===== src/rtl/or16_accum_if.sv =====
// Handshake bundle for or16_accum: an input word stream and an output result stream.
//
// Both streams use the same valid/ready rule: a transfer happens on a rising
// clock edge where valid and ready are both high. The producer holds its data
// stable while valid is high and ready is low. Ready may depend
// combinationally on the consumer's state, but valid never depends on ready.
interface or16_accum_if #(
  parameter int WIDTH = 16
);
  logic             in_valid;
  logic             in_ready;
  logic [WIDTH-1:0] in_data;
  logic             in_last;
  logic             out_valid;
  logic             out_ready;
  logic [WIDTH-1:0] out_data;
  logic [7:0]       out_count;
  logic             out_full;

  // Upstream/downstream side: drives words in and accepts results.
  modport master (
    output in_valid, in_data, in_last, out_ready,
    input  in_ready, out_valid, out_data, out_count, out_full
  );

  // Accumulator side.
  modport slave (
    input  in_valid, in_data, in_last, out_ready,
    output in_ready, out_valid, out_data, out_count, out_full
  );
endinterface


===== src/rtl/or16_accum.sv =====
// OR-reduces frames of up to BEATS words into one result word. A frame closes
// after BEATS words or on an accepted word carrying in_last. The result is held
// until drained, and a new frame may start on the drain cycle itself, so frames
// stream back to back with no bubble while out_ready stays high.
module or16_accum #(
  parameter int WIDTH = 16,
  parameter int BEATS = 4
) (
  input  logic          clk,
  input  logic          rst_n,
  or16_accum_if.slave   bus,
  output logic          dbg_state
);

  typedef enum logic {
    ACCUM = 1'b0,
    HOLD  = 1'b1
  } state_t;

  localparam logic [7:0] BEATS_C = 8'(BEATS);

  state_t           state, state_nxt;
  logic [WIDTH-1:0] acc, acc_nxt;
  logic [7:0]       cnt, cnt_nxt;
  logic [7:0]       cnt_inc;
  logic             in_ready;
  logic             accept;
  logic             drain;

  // Words are refused throughout reset; otherwise accept while accumulating,
  // or while holding only when the held result drains in the same cycle.
  assign in_ready = rst_n && ((state == ACCUM) || bus.out_ready);
  assign accept   = bus.in_valid && in_ready;
  assign drain    = (state == HOLD) && bus.out_ready;
  assign cnt_inc  = cnt + 8'd1;

  assign bus.in_ready  = in_ready;
  assign bus.out_valid = (state == HOLD);
  assign bus.out_data  = acc;
  assign bus.out_count = cnt;
  assign bus.out_full  = &acc;
  assign dbg_state     = state;

  // Next-state logic: accumulate, close the frame, or drain and optionally restart.
  always_comb begin
    state_nxt = state;
    acc_nxt   = acc;
    cnt_nxt   = cnt;
    unique case (state)
      ACCUM: begin
        if (accept) begin
          acc_nxt = (cnt == 8'd0) ? bus.in_data : (acc | bus.in_data);
          cnt_nxt = cnt_inc;
          if ((cnt_inc == BEATS_C) || bus.in_last) begin
            state_nxt = HOLD;
          end
        end
      end
      HOLD: begin
        if (drain) begin
          if (accept) begin
            // First word of the next frame lands in the drain cycle.
            acc_nxt   = bus.in_data;
            cnt_nxt   = 8'd1;
            state_nxt = ((BEATS_C == 8'd1) || bus.in_last) ? HOLD : ACCUM;
          end else begin
            acc_nxt   = '0;
            cnt_nxt   = 8'd0;
            state_nxt = ACCUM;
          end
        end
      end
      default: begin
        state_nxt = ACCUM;
      end
    endcase
  end

  // State register; reset discards any partial or undrained frame.
  always_ff @(posedge clk) begin
    if (!rst_n) begin
      state <= ACCUM;
      acc   <= '0;
      cnt   <= 8'd0;
    end else begin
      state <= state_nxt;
      acc   <= acc_nxt;
      cnt   <= cnt_nxt;
    end
  end

endmodule


===== src/flat_wrapper.sv =====
// flat-port wrapper written by rule: the top's interface ports become plain ports
module or16_accum_flat 
#(
  parameter int WIDTH = 16,
  parameter int BEATS = 4
)
  (clk, rst_n, dbg_state, bus_in_valid, bus_in_data, bus_in_last, bus_out_ready, bus_in_ready, bus_out_valid, bus_out_data, bus_out_count, bus_out_full);
  or16_accum_if #(.WIDTH(WIDTH)) bus_i ();
  input  logic clk;
  input  logic rst_n;
  output logic dbg_state;
  input wire logic [$bits(bus_i.in_valid)-1:0] bus_in_valid;
  input wire logic [$bits(bus_i.in_data)-1:0] bus_in_data;
  input wire logic [$bits(bus_i.in_last)-1:0] bus_in_last;
  input wire logic [$bits(bus_i.out_ready)-1:0] bus_out_ready;
  output wire logic [$bits(bus_i.in_ready)-1:0] bus_in_ready;
  output wire logic [$bits(bus_i.out_valid)-1:0] bus_out_valid;
  output wire logic [$bits(bus_i.out_data)-1:0] bus_out_data;
  output wire logic [$bits(bus_i.out_count)-1:0] bus_out_count;
  output wire logic [$bits(bus_i.out_full)-1:0] bus_out_full;
  assign bus_i.in_valid = bus_in_valid;
  assign bus_i.in_data = bus_in_data;
  assign bus_i.in_last = bus_in_last;
  assign bus_i.out_ready = bus_out_ready;
  assign bus_in_ready = bus_i.in_ready;
  assign bus_out_valid = bus_i.out_valid;
  assign bus_out_data = bus_i.out_data;
  assign bus_out_count = bus_i.out_count;
  assign bus_out_full = bus_i.out_full;
  or16_accum #(.WIDTH(WIDTH), .BEATS(BEATS)) u_core (.clk(clk), .rst_n(rst_n), .bus(bus_i), .dbg_state(dbg_state));
endmodule

===== config.mk =====
export PLATFORM = sky130hd
export DESIGN_NAME = or16_accum_flat
export DESIGN_NICKNAME = d
export VERILOG_FILES = /design/src/rtl/or16_accum_if.sv /design/src/rtl/or16_accum.sv /design/src/flat_wrapper.sv
export SDC_FILE = /design/constraint.sdc
export NUM_CORES = 1
export LEC_CHECK = 0
export ABC_AREA = 1
export BUFFER_PORTS_ARGS = -buffer_cell sky130_fd_sc_hd__clkbuf_2
export CORE_MARGIN = 4
export CORE_UTILIZATION = 51
export DETAILED_ROUTE_END_ITERATION = 6
export HOLD_SLACK_MARGIN = 0.08
export PLACE_DENSITY = 0.83
export SYNTH_ARGS = -nofsm -noshare
export SYNTH_HDL_FRONTEND = slang
export SYNTH_SLANG_ARGS = --single-unit
export TNS_END_PERCENT = 5

===== constraint.sdc =====
create_clock -name clk -period 2.6 [get_ports clk]
set_input_delay 0.78 -clock clk [delete_from_list [all_inputs] [get_ports clk]]
set_output_delay 0.78 -clock clk [all_outputs]
set_load 0.03 [all_outputs]

Word-level counts from Yosys, hierarchy flattened
Index checks and enable logic that the tools add are counted.
- bitwise gates (word level): 2
- mux-type cells: 15
- shift operators: 0
- add/sub/neg operators: 1
- $lt $le $gt $ge: 0
- equality and inequality tests: 3
- multiply operators: 0
- reduce and logical (&&, ||, !) cells: 8
- divide/modulo/power cells: 0
- operator list (cell ; number):
    16-bit 2-to-1 mux ; 4
    16-bit one-hot mux with 2 select lines ; 1
    8-bit 2-to-1 mux ; 2
    16-bit OR ; 1
    8-bit one-hot mux with 2 select lines ; 1
    16-bit AND reduction ; 1
    8-bit by 1-bit adder with 8-bit output, second input constant ; 1
    8-bit by 3-bit == test with 1-bit output, second input constant ; 1
    8-bit logical NOT ; 1
    1-bit 2-to-1 mux ; 6
    1-bit logical AND ; 3
    1-bit logical OR ; 2
    2-bit by 1-bit != test with 1-bit output, second input constant ; 1
    2-bit != test, second input constant ; 1
    1-bit one-hot mux with 2 select lines ; 1
    2-bit AND reduction ; 1
    1-bit NOT ; 1
- ROM bits: 0
- memories: 0
- bits in writable memories: 0
- bits in registers: 25
- bits in latches: 0

Depth between registers and ports, before layout
- word-level depth: 7
- mapped depth: 10

Worst setup path before layout
Ideal clock, no wire load.
- path kind: reg-to-output
- from: register u_core.acc[7], in the netlist u_core.bus.out_data[7]
- to: output bus_out_full
- arrival time: 1665 ps
- required time: 1820 ps
- cell stages (with the launch flop): 3
- slack: 155 ps
- path buffers: 0
- cells stage by stage: dfxtp_1 -> nand4_1 -> nor4_1
- longest elaborated chain between the ends: 1
- RTL lines (element ; RTL line ; source):
    start, declared ; or16_accum.sv:23 ; logic [WIDTH-1:0] acc, acc_nxt;
    start signal, assigned ; or16_accum.sv:87 ; acc <= acc_nxt;
    16-bit AND reduction ; or16_accum.sv:41 ; assign bus.out_full = &acc;
    end, declared ; flat_wrapper.sv:20 ; output wire logic [$bits(bus_i.out_full)-1:0] bus_out_full;
Every way passes these cells.

Final worst setup path
- from: register u_core.acc[2], in the netlist u_core.bus.out_data[2]
- to: output bus_out_full
Same word-level chain as after synthesis.

==> key figures <==
Floorplanning
  – Io pins: 49
  – Core Area: 0.00230 mm2
  – Die width: 57.9 um
  – Die area: 0.00335 mm2
  – Die Height: 57.9 um
  – # rows: 17
  – Initial core utilization: 55.2%

Route
  – Vias: 1284
  – Routed WL: 3070 um
  – WL/cell: 12.4 um
  – Top Layer Used: met4
  – WL met1: 1280 um
  – Iter 0 DRT Violations: 43
  – Final ANT Viol Nets: 0
  – Post-route DRC: 0
  – DR WL met2: 1520 um
  – First-pass iteration count of the detailed router: 4
  – Met3 Routed Length: 228 um
  – Vias per cell: 5.20

Outcome
  – Status: complete, no violations

Clock tree
  – Post-CTS Setup Inserts: 0
  – Post-CTS sizing: 0
  – Clk root buf: clkbuf_4
  – TritonCTS clock tree: done
  – CTS Hold Bufs: 0
  – Clock sinks: 25
  – Clock Pin Slew Worst Setup and Hold Paths: 0.15 ns
  – Worst-case clock buffer depth: 2
  – Clk_lat worst skew: 0.32 ns
  – Total CTS buffers: 3
  – H-Tree Depth: 1

STA
  – Max-slew violations: 0
  – Worst slew margin: 79.5%
  – Crit share post-route: 83.4%
  – Fin. Hold Viols: 0
  – Slew @ Worst Pin: 0.307 ns
  – TNS Setup: 0 ns
  – Final setup violation count: 0
  – Fin Clk Skew: 0.00530 ns
  – Fmax: 0.461 GHz
  – Unrepaired setup endpoints after global routing: no
  – Fin crit period: 2.17 ns

Synth
  – Syn_area_per_cell: 7.46 um2
  – Ranking of synthesized cells by area: dfxtp_1, nand2_1, nand3_2, a21oi_1, nand3_1
  – Synthesized area: 0.00127 mm2
  – #FFs+latches synth: 25
  – Post-synth EDFFs: 0
  – Syn Nets: 194
  – Post-synth top area share: 39.5%
  – Top FF cell, synth: dfxtp_1
  – Syn Inst Count: 170
  – Sequential-to-total area share from yosys stat: 39.5%
  – FFs w/ async S/R, synth: 0%
  – Yosys top cell by area: dfxtp_1
  – Synth warn: 0
  – Synth cell types: 24

Power and ir drop
  – LEAKAGE: 0.753 nW
  – VDD IR-drop max: 524 uV
  – Power per cell area: 488 mW/mm2

Critical path
  – Crit-path max cell delay: 0.40 ns
  – Setup crit start kind: flop
  – Endpoint class of the critical path: output pin
  – CP cell instances: nand4_1 -> nor4_1 -> clkbuf_2
  – Critical path class: reg -> out
  – Arr. time, crit path: 1.39 ns
  – CP max FO: 3
  – Slowest cell on crit path: dfxtp_1
  – WP data required: 1.82 ns

GRT
  – Global-route wire length before repair: 4960 um
  – Vias in the first global route: 1187
  – Initial antenna violation count: 0
  – Total congestion overflow: 0
  – Largest net degree at the start of global routing: 18
  – All-layer global routing usage: 18.2%

Placed design
  – Inst Count DP: 243
  – Hpwl dp: 2310 um
  – RePlAce Congestion: 0.820
  – IO Port Bufs: 48

Cells and area
  – Diodes inserted: 0
  – Nets: 244
  – Most frequent cells in the layout: nand2_1, clkbuf_2, dfxtp_1, a21oi_1
  – Layout cell share with drive strength beyond 1: 34.7%
  – Fin cells: 247
  – Fillers: 211
  – Commonest non-fill, non-tap cell in the layout: nand2_1
  – Area Overhead vs Synth: 22.7%

Job
  – Max-cap violations: 0

Min path
  – Hold crit path type: reg -> reg
## registers in the layout, summed over array words and instances, names as in the netlist
name and cells:
u_core.bus.out_data 16, u_core.bus.out_count 8, u_core.bus.out_valid 1
## kinds of logic after synthesis
group	synth area share (%)
compound gates	7.31
buf+inv	7.01
fa+ha+maj	2.96
simple gates	43.2
flops	39.5
## final timing paths
kind                             endpoint  slack (ns)                    start  depth (start not counted)
setup / recovery             bus_out_full        0.43   u_core.bus.out_data[2]                          3
setup reg to reg     u_core.bus.out_valid        1.03  u_core.bus.out_count[0]                          9
hold / removal    u_core.bus.out_data[14]        0.49  u_core.bus.out_data[14]                          2
hold reg to reg   u_core.bus.out_data[14]        0.49  u_core.bus.out_data[14]                          2
## through the flow
step / area (um2) / total power [mW] / utilization (%) / hold WS (ns) / setup slack (ns)
final: 1560 / 0.759 / 67.7 / 0.489 / 0.431
after global routing: 1560 / 0.793 / 67.7 / 0.519 / 0.326
after CTS: 1560 / 0.762 / 67.7 / 0.493 / 0.419
after detailed placement: 1530 / 0.585 / 66.4 / 0.473 / 0.493
after global placement: 1530 / 0.580 / 66.4 / 0.462 / 0.503
after floorplan: 1270 / 0.534 / - / 0.592 / 0.155
## power by group
| part | total [mW] | switching, mW | internal [mW] |
|---|---|---|---|
| Combinational | 0.151 | 0.104 | 0.0476 |
| Clock | 0.183 | 0.124 | 0.0588 |
| Sequential | 0.425 | 0.0212 | 0.404 |
## routing by layer
metal,vias up,GRT usage [%]
met5,-,0
met4,0,5.30
met3,6,6.46
met2,45,31.1
met1,588,21.4
li1,645,-
## worst max-delay path: cells and delay by family (launching register included)
| kind | cells | cell delay, ns |
|---|---|---|
| AND/OR/NAND/NOR | 2 | 0.42 |
| buffers and inverters | 1 | 0.25 |
| flip-flops | 1 | 0.40 |
## Yosys cell counts, types with 2 or more instances
cell     instances
nand3_2         11
inv_1           11
buf_2            2
nand4_1          5
nor2_1           5
nand2_4          2
nor2_4           3
nand3_1         10
a21oi_1         12
nand2_1         65
ha_1             3
dfxtp_1         25
o21ai_1          2
inv_2            4
## layout make-up
cell class	count	area, um2	share of cell area [%]
inverters	15	56.3	3.62
clock buffers	3	22.5	1.45
multi-input cells	125	678	43.6
well taps	28	35.0	2.25
repair buffers	50	255	16.4
clock inverters	1	7.51	0.483
flip-flops and latches	25	500	32.2
No activity file was read; power rests on OpenSTA's default activity.
